==> src/rtl/fetch_queue.sv <==
// Instruction fetch queue: issues one-cycle-latency imem reads and buffers returned words
// in a DEPTH-entry ring until decode consumes them; flush discards everything.
module fetch_queue #(
    parameter int unsigned DEPTH = 4
) (
    input  logic        clk,
    input  logic        reset,
    input  logic        pc_valid,
    input  logic [31:0] pc_in,
    output logic        pc_ready,
    input  logic        flush,
    output logic        imem_req,
    output logic [31:0] imem_addr,
    input  logic [31:0] imem_rdata,
    output logic        instr_valid,
    output logic [31:0] instr,
    output logic [31:0] instr_pc,
    output logic        instr_misaligned,
    input  logic        instr_ready
);

    localparam int unsigned PW = (DEPTH > 1) ? $clog2(DEPTH) : 1;
    localparam int unsigned CW = $clog2(DEPTH + 1);
    localparam logic [CW-1:0] DepthC = CW'(DEPTH);
    localparam logic [31:0] NopInstr = 32'h0000_0013;

    logic [CW-1:0] count_q, count_d;
    logic [PW-1:0] head_q, head_d;
    logic [PW-1:0] tail_q, tail_d;
    logic          infl_v_q, infl_v_d;
    logic [31:0]   infl_pc_q, infl_pc_d;
    logic          infl_mis_q, infl_mis_d;

    logic [31:0] mem_instr_q [DEPTH];
    logic [31:0] mem_pc_q    [DEPTH];
    logic        mem_mis_q   [DEPTH];

    logic [CW-1:0] fill;
    logic          wr;
    logic          pop;
    logic [31:0]   wr_instr;

    // Counting the outstanding read guarantees its response always has a free slot.
    assign fill      = count_q + CW'(infl_v_q);
    assign pc_ready  = !reset && (fill < DepthC);
    assign imem_req  = pc_valid && pc_ready && !flush;
    assign imem_addr = {pc_in[31:2], 2'b00};

    assign wr       = infl_v_q && !flush;
    assign pop      = (count_q != '0) && instr_ready && !flush;
    assign wr_instr = infl_mis_q ? NopInstr : imem_rdata;

    assign instr_valid      = (count_q != '0);
    assign instr            = mem_instr_q[head_q];
    assign instr_pc         = mem_pc_q[head_q];
    assign instr_misaligned = mem_mis_q[head_q];

    always_comb begin
        count_d    = count_q;
        head_d     = head_q;
        tail_d     = tail_q;
        infl_v_d   = imem_req;
        infl_pc_d  = infl_pc_q;
        infl_mis_d = infl_mis_q;

        if (imem_req) begin
            infl_pc_d  = pc_in;
            infl_mis_d = (pc_in[1:0] != 2'b00);
        end

        if (flush) begin
            count_d  = '0;
            head_d   = '0;
            tail_d   = '0;
            infl_v_d = 1'b0;
        end else begin
            if (wr) begin
                tail_d = tail_q + PW'(1);
            end
            if (pop) begin
                head_d = head_q + PW'(1);
            end
            unique case ({wr, pop})
                2'b10:   count_d = count_q + CW'(1);
                2'b01:   count_d = count_q - CW'(1);
                default: count_d = count_q;
            endcase
        end
    end

    always_ff @(posedge clk or posedge reset) begin
        if (reset) begin
            count_q    <= '0;
            head_q     <= '0;
            tail_q     <= '0;
            infl_v_q   <= 1'b0;
            infl_pc_q  <= '0;
            infl_mis_q <= 1'b0;
            for (int i = 0; i < int'(DEPTH); i++) begin
                mem_instr_q[i] <= '0;
                mem_pc_q[i]    <= '0;
                mem_mis_q[i]   <= 1'b0;
            end
        end else begin
            count_q    <= count_d;
            head_q     <= head_d;
            tail_q     <= tail_d;
            infl_v_q   <= infl_v_d;
            infl_pc_q  <= infl_pc_d;
            infl_mis_q <= infl_mis_d;
            if (wr) begin
                mem_instr_q[tail_q] <= wr_instr;
                mem_pc_q[tail_q]    <= infl_pc_q;
                mem_mis_q[tail_q]   <= infl_mis_q;
            end
        end
    end

endmodule

==> config.mk <==
export PLATFORM = sky130hd
export DESIGN_NAME = fetch_queue
export DESIGN_NICKNAME = d
export VERILOG_FILES = /design/src/rtl/fetch_queue.sv
export SDC_FILE = /design/constraint.sdc
export NUM_CORES = 1
export LEC_CHECK = 0
export BUFFER_PORTS_ARGS = -buffer_cell sky130_fd_sc_hd__buf_2
export CORE_ASPECT_RATIO = 0.7
export CORE_MARGIN = 5
export CORE_UTILIZATION = 47
export DETAILED_ROUTE_END_ITERATION = 8
export PLACE_DENSITY = 0.68
export RECOVER_POWER = 50
export SYNTH_ARGS = -nofsm -noshare
export SYNTH_HDL_FRONTEND = slang
export SYNTH_SLANG_ARGS = --single-unit
==> constraint.sdc <==
create_clock -name clk -period 15.1 [get_ports clk]
set_input_delay 3.775 -clock clk [delete_from_list [all_inputs] [get_ports clk]]
set_output_delay 3.775 -clock clk [all_outputs]
set_load 0.02 [all_outputs]
* After elaboration in Yosys (flattened, before gate mapping)
Cells that the tools add are included.
W data, S select, Z words.
** Cells by class
- $add $sub $neg :: 5
- Magnitude comparators :: 4
- Equal/unequal tests :: 2
- Bitwise operators :: 2
- Muxes and demuxes :: 24
- Reduce and logical (&&, ||, !) cells :: 14
** Operator list (count)
- $bwmux W128 :: 2
- $mux W32 :: 6
- $bmux W32 S2 :: 2
- $demux W32 S2 :: 1
- $mux W2 :: 4
- $logic_and A1 B1 Y1 :: 7
- $ge A3 B3 Y1 const B :: 2
- $not A2 Y3 :: 2
- $pmux W3 S2 :: 1
- $reduce_bool A2 Y1 :: 3
- $reduce_bool A3 Y1 :: 2
- $add A2 B1 Y2 const B :: 2
- $bwmux W4 :: 1
- $mux W1 :: 4
- $add A3 B1 Y3 :: 1
- $add A3 B1 Y3 const B :: 1
- $lt A3 B1 Y1 const B :: 1
- $lt A3 B3 Y1 const B :: 1
- $mux W3 :: 1
- $sub A3 B1 Y3 const B :: 1
- $bmux W1 S2 :: 1
- $demux W1 S2 :: 1
- $eq A2 B1 Y1 const B :: 1
- $eq A2 B2 Y1 const B :: 1
- $logic_not A1 Y1 :: 2
** Word-level totals
- Output and inout bits :: 100
- Word-level logic and storage cells :: 69
- Input bits :: 69
- Register bits :: 301

* Logic depth before layout (Yosys ltp)
Gate-level depths: netlist (run 1).
- Word-level depth :: 6
- Mapped depth :: 7
- Depth with buffers taken out :: 6

* Least setup slack after synthesis (run 1)
No wires, ideal clock.
- Path type :: input -> output
- Start :: input port reset
- End :: output port pc_ready
- Stages :: 2
- Path buffers :: 0
- Required time :: 11.325 ns
- Arrival time :: 10.600 ns
- Path slack :: 0.725 ns
- Cell sequence :: inv_1 o21a_1
** Between the ends
- Longest elaborated chain between the ends :: 2
** Ends and longest elaborated chain
- start: declaration :: line 7 : input logic reset,
- $logic_not A1 Y1 (no source line)
- $logic_and A1 B1 Y1 :: line 45 : assign pc_ready = !reset && (fill < DepthC);
- end: declaration :: line 10 : output logic pc_ready,
Every way passes these cells.

* Worst setup path in the final report (run 1)
- Start :: input port flush
- End :: output port imem_req
** Between the ends
- Longest elaborated chain between the ends :: 2
** Ends and longest elaborated chain
- start: declaration :: line 11 : input logic flush,
- $logic_not A1 Y1 :: line 46 : assign imem_req = pc_valid && pc_ready && !flush;
- $logic_and A1 B1 Y1 :: line 46
- end: declaration :: line 12 : output logic imem_req,
Every way passes these cells.

==> key figures, run 1 <==
Routing
  • Wirelength, routed: 27930 um
  • Detailed-route wire length per cell: 18.90 um
  • Post-detailed-route via-to-cell ratio: between 5 and 6
  • Drc violations: 0
  • Total via count after detailed routing: 7819
  • Drt first pass iters: 6
  • Number of DRC markers after the initial detailed-route iteration: 438
  • Final ANT Viol Nets: 0

Worst setup path
  • Largest fanout on the critical path: 34
  • Critical path depth in cells: 6
  • Type of destination of the critical path: output port
  • Worst path arrival time: 6.48 ns
  • Count of buffer and inverter cells on the critical path: 4
  • WP data required: 11.32 ns
  • Endpoint of the worst-slack reg-to-reg timing path: mem_instr_q[12]
  • Cells on worst reg2reg path: 3
  • Worst-path cell chain: clkbuf_1, nor3b_1, o21ai_4, clkbuf_1, inv_1, buf_2
  • Top cell by count, worst path: sky130_fd_sc_hd__clkbuf_1
  • Startpoint Class: primary input
  • Slowest stage cell, crit path: sky130_fd_sc_hd__clkbuf_1
  • Delay of the slowest cell on the worst path: 1.58 ns
  • Worst R2R Setup Slack: approximately 11 ns
  • CP delay by family, top: buffers and inverters
  • Type of the worst setup path: primary input to output port
  • Reg2reg start: infl_v_q

GRT
  • Antenna violations before repair: 2
  • Number of global-route vias before repair: 8118
  • Wire length of the first global-routing pass: 45440 um
  • Maximum number of pins on one net before global-route repair: 145
  • Gr ovfl total: 0
  • GRT Util Overall: 0.1777

Final layout
  • Fraction of layout cells with a size suffix above 1: 0.3770
  • Synthesis-to-finish area growth: 12.07%
  • Post-layout util: 0.5322
  • Cell area after layout: ~0.015 mm2
  • Post-layout instance count excluding filler cells: 1478
  • Net total in the final layout: 1160

Die
  • Number of rows created at floorplan: 51
  • Height of the die: 150.1 um
  • Starting density of the core: 0.4749
  • Placeable core area: about 0.028 mm2
  • DIE AREA: 0.03155 mm2
  • Die width: 210.2 um
  • Count of boundary I/O pins: roughly 170

Yosys
  • Top cell type by total area after synthesis: sky130_fd_sc_hd__dfrtp_1
  • Number of synthesized register bits: 301
  • Netlist cell types: 37
  • Top cells by area, synth: sky130_fd_sc_hd__dfrtp_1 57%, sky130_fd_sc_hd__mux2_2 11%, sky130_fd_sc_hd__mux4_2 11%, sky130_fd_sc_hd__o21ai_0 5.1%, sky130_fd_sc_hd__nand2_1 4.6%
  • Number of synthesis warnings: 0
  • Post-synth EDFFs: 0
  • Post-Syn Instances: 973
  • Post-synthesis average cell area: between 10 and 15 um2
  • Total standard cell area after synthesis: 0.01318 mm2
  • Share of the yosys chip area belonging to registers: 0.5714
  • Post-synth top area share: 0.5714
  • Most used flip-flop cell after synthesis: sky130_fd_sc_hd__dfrtp_1
  • Async SR Flop Fraction: 1.000

STA
  • Final critical-path required period: 10.26 ns
  • Slew @ Worst Pin: approximately 3.7 ns
  • Achievable frequency: about 97 MHz
  • Setup Total Neg Slack: 0 ns
  • Share of the clock period used by the worst path after layout: 0.6793
  • Final Hold Violating Endpoints: 0
  • Worst Hold Margin: 0.4766 ns
  • Max-slew headroom at the worst pin: -1.471
  • Unrepaired setup endpoints after global routing: no
  • Slew Limit Fails: about 400
  • Final clock skew: 0.02138 ns
  • Final setup violating endpoints: 0

Clock tree
  • Worst skew pair latency: 0.55 ns
  • # H-tree levels: 1
  • Number of CTS-inserted buffers: 29
  • CTS clock-pin slew for the worst setup and hold paths: 0.06 ns
  • Root Buffer: sky130_fd_sc_hd__clkbuf_16
  • Post CTS Setup Buffer Count: 0
  • Bufs on Longest Clock Path: 3
  • TritonCTS clock tree: done
  • Number of clock sinks: 301
  • Cells resized by post-CTS repair: 0
  • # hold bufs at CTS: 0

Power and ir drop
  • Maximum vdd drop: between 0.08 and 0.09 mV
  • Power per unit of standard cell area: 158.4 mW/mm2
  • Leakage power: 0.006927 uW

Min path
  • WHS Path Cells: 2
  • Min-delay worst type: register to register
  • Terminating pin of the worst hold path: mem_instr_q[28]
  • Launch point of the worst hold path: mem_instr_q[28]

Placement
  • Placed instance count: 1426
  • Port buffer count: 166
  • RD Place Congestion: just over 0.7
  • HPWL reported at the end of detailed placement: 16720 um
  • Cell area after placement: 0.01398 mm2

Outcome
  • Result of the run: finished with violations
  • Violated checks: max-capacitance violations, max-slew violations

Run
  • Number of max-capacitance violations reported: 7
[logic make-up after synthesis]
family | Yosys count | share of synthesized area
xor+xnor | 5 | 0.003323
other cells | 1 | 0.0002845
compound gates | 145 | 0.05819
mux | 227 | 0.2572
buf+inv | 103 | 0.04756
fa+ha+maj | 5 | 0.005316
simple gates | 186 | 0.05667
flops | 301 | 0.5714
[worst min-delay path, cell delays in order, from the launching register on]
cell and delay [ns]:
sky130_fd_sc_hd__dfrtp_1 0.34, sky130_fd_sc_hd__nand2_1 0.04, sky130_fd_sc_hd__o21ai_0 0.06
[state kept, by name, indices dropped and copies added (netlist names)]
| register | cells |
|---|---|
| count_q | 3 |
| head_q | 2 |
| infl_mis_q | 1 |
| infl_pc_q | 32 |
| infl_v_q | 1 |
| mem_instr_q | 128 |
| mem_mis_q | 4 |
| mem_pc_q | 128 |
| tail_q | 2 |
[cell type report]
type	instances	area [um2]
Sequential cell	301	7540
Multi-Input combinational cell	570	4916
Antenna cell	1	2.502
Timing Repair Buffer	179	890.9
Clock buffer	43	858.3
Tap cell	371	464.2
Clock inverter	8	75.07
Inverter	5	26.28
Fill cell	2361	12990
[worst max path at each step]
stage / from / endpoint / slack (ns)
after floorplan: reset / pc_ready / 0.72
after global placement: flush / imem_req / 6.26
after detailed placement: flush / imem_req / 6.25
after CTS: flush / imem_req / 6.25
after global routing: flush / imem_req / 4.56
final: flush / imem_req / 4.84
[power breakdown]
part	total (uW)	switching, uW	internal [uW]
clock	709	300	408
sequential	1050	117	932
combinational	581	307	274
total	2340	724	1610
[metal layers]
layer  global-route usage  vias to the layer above  part of all wire
met1               0.2749                     3972              0.49
met4              0.02934                        2             0.014
met5                    0                        -           0.00047
met3              0.02916                       35             0.045
li1                     -                     3639                 -
met2               0.2722                      171              0.45
[cell usage in the layout (no fill, tap or decap), types with 2 or more instances in the layout]
cell type                   netlist  final
sky130_fd_sc_hd__nand3b_1         4      4
sky130_fd_sc_hd__clkbuf_16        0     29
sky130_fd_sc_hd__dfrtp_4          0      2
sky130_fd_sc_hd__a31oi_1          2      2
sky130_fd_sc_hd__mux2_1           0     28
sky130_fd_sc_hd__ha_1             4      4
sky130_fd_sc_hd__conb_1           1      2
sky130_fd_sc_hd__buf_4           37      4
sky130_fd_sc_hd__nor2_1          13     13
sky130_fd_sc_hd__mux2_2         132    132
sky130_fd_sc_hd__nand2_1        162    162
sky130_fd_sc_hd__mux4_2          65     65
sky130_fd_sc_hd__mux2i_1          2      2
sky130_fd_sc_hd__inv_1            4      3
sky130_fd_sc_hd__clkinv_2         0      4
sky130_fd_sc_hd__dfrtp_1        301    299
sky130_fd_sc_hd__clkbuf_1        21     18
sky130_fd_sc_hd__buf_2           36    163
sky130_fd_sc_hd__xnor2_1          3      3
sky130_fd_sc_hd__xor2_1           2      2
sky130_fd_sc_hd__o21ai_0        135    135
sky130_fd_sc_hd__clkbuf_8         0      8
[per-stage QoR]
| step | power (uW) | setup WS (ns) |
|---|---|---|
| floorplan | 1481 | 0.7250 |
| global placement | 1658 | 6.258 |
| detailed placement | 1672 | 6.246 |
| CTS | 2392 | 6.251 |
| global route | 2461 | 4.562 |
| finish | 2339 | 4.843 |
[synth_stat cells (all sizes together), types with 4 or more instances]
cell / n
buf: 77
nand2: 162
dfrtp: 301
nand3b: 4
ha: 4
clkbuf: 21
nor2: 13
inv: 4
mux2: 160
o21ai: 136
mux4: 65
Power figures use the tool's default switching activity.
==> inputs of run 2 (changes only) <==
--- a/config.mk
+++ b/config.mk
@@ -5,12 +5,13 @@
 export SDC_FILE = /design/constraint.sdc
 export NUM_CORES = 1
 export LEC_CHECK = 0
+export ABC_AREA = 1
 export BUFFER_PORTS_ARGS = -buffer_cell sky130_fd_sc_hd__buf_2
 export CORE_ASPECT_RATIO = 0.7
 export CORE_MARGIN = 5
 export CORE_UTILIZATION = 47
 export DETAILED_ROUTE_END_ITERATION = 8
-export PLACE_DENSITY = 0.68
+export PLACE_DENSITY = 0.7
 export RECOVER_POWER = 50
 export SYNTH_ARGS = -nofsm -noshare
 export SYNTH_HDL_FRONTEND = slang
==> constraint.sdc (replaced) <==
create_clock -name clk -period 8.2 [get_ports clk]
set_input_delay 2.05 -clock clk [delete_from_list [all_inputs] [get_ports clk]]
set_output_delay 2.05 -clock clk [all_outputs]
set_load 0.02 [all_outputs]
==> key figures, run 2 <==
Yosys
  • Share of the yosys chip area belonging to registers: 0.5543 (was 0.5714)
  • Post-Syn Instances: 1671 (was 973)
  • Post-synthesis average cell area: 8.132 um2 (was 13.55 um2)
  • Number of synthesized register bits: 301 (unchanged)
  • Netlist cell types: 26 (was 37)
  • Top cells by area, synth: sky130_fd_sc_hd__dfrtp_1 55%, sky130_fd_sc_hd__nand2_1 17%, sky130_fd_sc_hd__o21ai_0 9.1%, sky130_fd_sc_hd__nor2_1 4.6%, sky130_fd_sc_hd__o22ai_1 3.0% (was sky130_fd_sc_hd__dfrtp_1 57%, sky130_fd_sc_hd__mux2_2 11%, sky130_fd_sc_hd__mux4_2 11%, sky130_fd_sc_hd__o21ai_0 5.1%, sky130_fd_sc_hd__nand2_1 4.6%)
  • Simple-gate share of the synthesized area: 0.2286 (was 0.05667)
  • Adder-cell share of the synthesized area: 0.005156 (was 0.005316)
  • Post-synthesis share of cell area spent on xor and xnor gates: 0.0006445 (was 0.003322)
  • Multiplexer fraction of the synthesized cell area: 0 (was 0.2572)
  • Post-synth top area share: 0.5543 (was 0.5714)
  • Most instantiated library cell after synthesis: sky130_fd_sc_hd__nand2_1 (was sky130_fd_sc_hd__dfrtp_1)
  • Commonest cells in the synthesized netlist: 630 x sky130_fd_sc_hd__nand2_1, 301 x sky130_fd_sc_hd__dfrtp_1, 246 x sky130_fd_sc_hd__o21ai_0, 165 x sky130_fd_sc_hd__nor2_1, 76 x sky130_fd_sc_hd__inv_1 (was 301 x sky130_fd_sc_hd__dfrtp_1, 162 x sky130_fd_sc_hd__nand2_1, 135 x sky130_fd_sc_hd__o21ai_0, 132 x sky130_fd_sc_hd__mux2_2, 65 x sky130_fd_sc_hd__mux4_2)
  • Most used flip-flop cell after synthesis: sky130_fd_sc_hd__dfrtp_1 (unchanged)
  • Number of synthesis warnings: 0 (unchanged)
  • Dominant combinational cell family by area after synthesis: simple AND/OR/NAND/NOR gates (was multiplexers)
  • Async SR Flop Fraction: 1.000 (unchanged)
  • Total standard cell area after synthesis: 0.01359 mm2 (was 0.01318 mm2)
  • Top cell type by total area after synthesis: sky130_fd_sc_hd__dfrtp_1 (unchanged)
  • Fraction of the mapped netlist area in compound gates: 0.1296 (was 0.05819)
  • Post-synth EDFFs: 0 (unchanged)

GRT
  • Maximum number of pins on one net before global-route repair: 174 (was 145)
  • Number of global-route vias before repair: 10840 (was 8118)
  • GRT Util Overall: 0.2151 (was 0.1777)
  • Gr ovfl total: 0 (unchanged)
  • Wire length of the first global-routing pass: 57790 um (was 45440 um)
  • Antenna violations before repair: 0 (was 2)

Worst setup path
  • Worst R2R Setup Slack: 3.09 ns (was 10.91 ns)
  • Worst path arrival time: 6.82 ns (was 6.48 ns)
  • Type of the worst setup path: primary input to register (was primary input to output port)
  • Cells on worst reg2reg path: 7 (was 3)
  • Largest fanout on the critical path: 56 (was 34)
  • Endpoint of the worst-slack reg-to-reg timing path: mem_instr_q[81] (was mem_instr_q[12])
  • Startpoint Class: primary input (unchanged)
  • Type of destination of the critical path: register (was output port)
  • WP data required: 8.62 ns (was 11.32 ns)
  • Reg2reg start: tail_q[1] (was infl_v_q)

Die
  • DIE AREA: 0.03247 mm2 (was 0.03155 mm2)
  • Placeable core area: 0.02869 mm2 (was 0.02776 mm2)
  • Height of the die: 152.3 um (was 150.1 um)
  • Number of rows created at floorplan: 52 (was 51)
  • Die width: 213.2 um (was 210.2 um)
  • Starting density of the core: 0.4736 (was 0.4749)
  • Count of boundary I/O pins: 169 (unchanged)

Routing
  • Detailed-route wire length per cell: 16.84 um (was 18.90 um)
  • Final ANT Viol Nets: 0 (unchanged)
  • Number of DRC markers after the initial detailed-route iteration: 900 (was 438)
  • Drt first pass iters: 5 (was 6)
  • Post-detailed-route via-to-cell ratio: 5.250 (was 5.290)
  • Drc violations: 0 (unchanged)
  • Total via count after detailed routing: 11270 (was 7819)
  • Wirelength, routed: 36140 um (was 27930 um)

Final layout
  • Cell area after layout: 0.01518 mm2 (was 0.01477 mm2)
  • Number of filler instances in the final layout: 2691 (was 2361)
  • Multi-input combinational cell area: 0.004913 mm2 (was 0.004916 mm2)
  • Biggest registers after layout: mem_instr_q x128, mem_pc_q x128, infl_pc_q x32 (unchanged)
  • Most common cell after layout, fill and taps aside: sky130_fd_sc_hd__nand2_1 (was sky130_fd_sc_hd__dfrtp_1)
  • Fraction of layout cells with a size suffix above 1: 0.1329 (was 0.3770)
  • Diode count: 0 (was 1)
  • Synthesis-to-finish area growth: 11.74% (was 12.07%)
  • Most frequent cells in the layout: 634 x sky130_fd_sc_hd__nand2_1, 299 x sky130_fd_sc_hd__dfrtp_1, 263 x sky130_fd_sc_hd__o21ai_0 (was 299 x sky130_fd_sc_hd__dfrtp_1, 163 x sky130_fd_sc_hd__buf_2, 162 x sky130_fd_sc_hd__nand2_1)
  • Post-layout util: 0.5292 (was 0.5322)
  • Net total in the final layout: 1820 (was 1160)
  • Register cell area after layout: 0.007537 mm2 (was 0.007540 mm2)

Outcome
  • Violated checks: max-capacitance violations, max-slew violations (unchanged)
  • Result of the run: finished with violations (unchanged)

Clock tree
  • Number of clock sinks: 301 (unchanged)
  • Worst skew pair latency: 0.54 ns (was 0.55 ns)
  • Root Buffer: sky130_fd_sc_hd__clkbuf_16 (unchanged)
  • Cells resized by post-CTS repair: 0 (unchanged)
  • # H-tree levels: 1 (unchanged)
  • Post CTS Setup Buffer Count: 0 (unchanged)
  • CTS clock-pin slew for the worst setup and hold paths: 0.06 ns (about the same)
  • Number of CTS-inserted buffers: 29 (unchanged)
  • TritonCTS clock tree: done (unchanged)
  • Bufs on Longest Clock Path: 3 (unchanged)
  • # hold bufs at CTS: 0 (unchanged)

Power and ir drop
  • NetSw: 1207 uW (was 724.4 uW)
  • Comb power frac: 0.199 (was 0.248)
  • Power per unit of standard cell area: 260.5 mW/mm2 (was 158.4 mW/mm2)
  • Maximum vdd drop: 0.1761 mV (was 0.08479 mV)
  • Leakage power: 0.008146 uW (was 0.006927 uW)
  • Clock network power share: 0.359 (was 0.303)
  • Proportion of total power due to net switching: 0.3051 (was 0.3097)
  • Share of total power in sequential cells: 0.441 (was 0.449)
  • Internal: 2748 uW (was 1615 uW)

STA
  • Final critical-path required period: 6.397 ns
  • Achievable frequency: 156.3 MHz
  • Unrepaired setup endpoints after global routing: no (unchanged)
  • Share of the clock period used by the worst path after layout: 0.7801
  • Max-slew headroom at the worst pin: -0.9782 (was -1.471)
  • Final Hold Violating Endpoints: 0 (unchanged)
  • Setup Total Neg Slack: 0 ns (unchanged)
  • Final setup violating endpoints: 0 (unchanged)
  • Slew @ Worst Pin: 2.967 ns (was 3.706 ns)
  • Worst Hold Margin: 0.4752 ns (was 0.4766 ns)
  • Final clock skew: 0.008028 ns (was 0.02138 ns)
  • Slew Limit Fails: 347 (was 395)

Min path
  • Terminating pin of the worst hold path: mem_instr_q[92] (was mem_instr_q[28])
  • WHS Path Cells: 2 (unchanged)
  • Min-delay worst type: register to register (unchanged)
  • Launch point of the worst hold path: mem_instr_q[92] (was mem_instr_q[28])

Placement
  • HPWL reported at the end of detailed placement: 20090 um (was 16720 um)
  • RD Place Congestion: 0.7814 (was 0.7269)
  • Port buffer count: 166 (unchanged)
  • Cell area after placement: 0.01423 mm2 (was 0.01398 mm2)

Run
  • Number of max-capacitance violations reported: 7 (unchanged)
==> run 2: cell count changes after synthesis, sizes merged, moves of 4 or more <==
cell and delta:
nand2 +472, mux2 -160, nor2 +153, o21ai +130
inv +78, mux4 -65, o22ai +65, clkbuf +20
buf +18, a21oi +4, nand3 +4, nand3b -4
==> run 2: worst max path at each step <==
stage           from  slack (ns)              end
2_1_floorplan  reset        2.15       count_q[0]
3_3_place_gp   flush        2.82         imem_req
3_5_place_dp   flush        2.79         imem_req
4_1_cts        flush        2.79         imem_req
5_1_grt        flush        1.38  mem_instr_q[74]
6_report       flush        1.80  mem_instr_q[81]
==> run 2: worst max-delay path: stages <==
cell and delay [ns]:
sky130_fd_sc_hd__clkbuf_1 0.20, sky130_fd_sc_hd__nor2_1 0.17, sky130_fd_sc_hd__nand2_1 1.33, sky130_fd_sc_hd__clkbuf_1 1.77, sky130_fd_sc_hd__inv_2 0.95, sky130_fd_sc_hd__nand2_1 0.25
sky130_fd_sc_hd__nand2_1 0.08
==> run 2: area by class of cell <==
cell class / instances / share of cell area
well taps: 378 / 0.03115
clock buffers: 46 / 0.05990
inverters: 82 / 0.02068
repair buffers: 179 / 0.06081
multi-input cells: 1153 / 0.3236
flip-flops and latches: 301 / 0.4964
clock inverters: 7 / 0.007498
==> run 2: kinds of logic (layout without fill, tap and decap cells) <==
| group | Yosys count | after routing |
|---|---|---|
| simple gates | 810 | 810 |
| compound gates | 335 | 335 |
| flops | 301 | 301 |
| buf+inv | 218 | 314 |
| fa+ha+maj | 5 | 5 |
| other cells | 1 | 2 |
| xor+xnor | 1 | 1 |
==> run 2: power groups by stage <==
stage,logic (uW),clock network (uW),registers [uW]
floorplan,565,0,1740
global placement,783,0,1760
detailed placement,796,0,1770
CTS,801,1440,1740
global route,878,1500,1760
finish,788,1420,1740
==> run 2: metrics by stage <==
step,setup WS (ns),instances,power (uW)
floorplan,2.149,1672,2300
global placement,2.820,2093,2547
detailed placement,2.791,2093,2562
CTS,2.788,2146,3985
global route,1.382,2146,4144
finish,1.803,2146,3955
==> run 2: routing by layer <==
layer	global-route usage	vias up	part of all wire
met4	0.03844	0	0.015
met3	0.02634	39	0.070
met5	0	-	0
met1	0.3378	5427	0.48
li1	-	5413	-
met2	0.3263	387	0.44
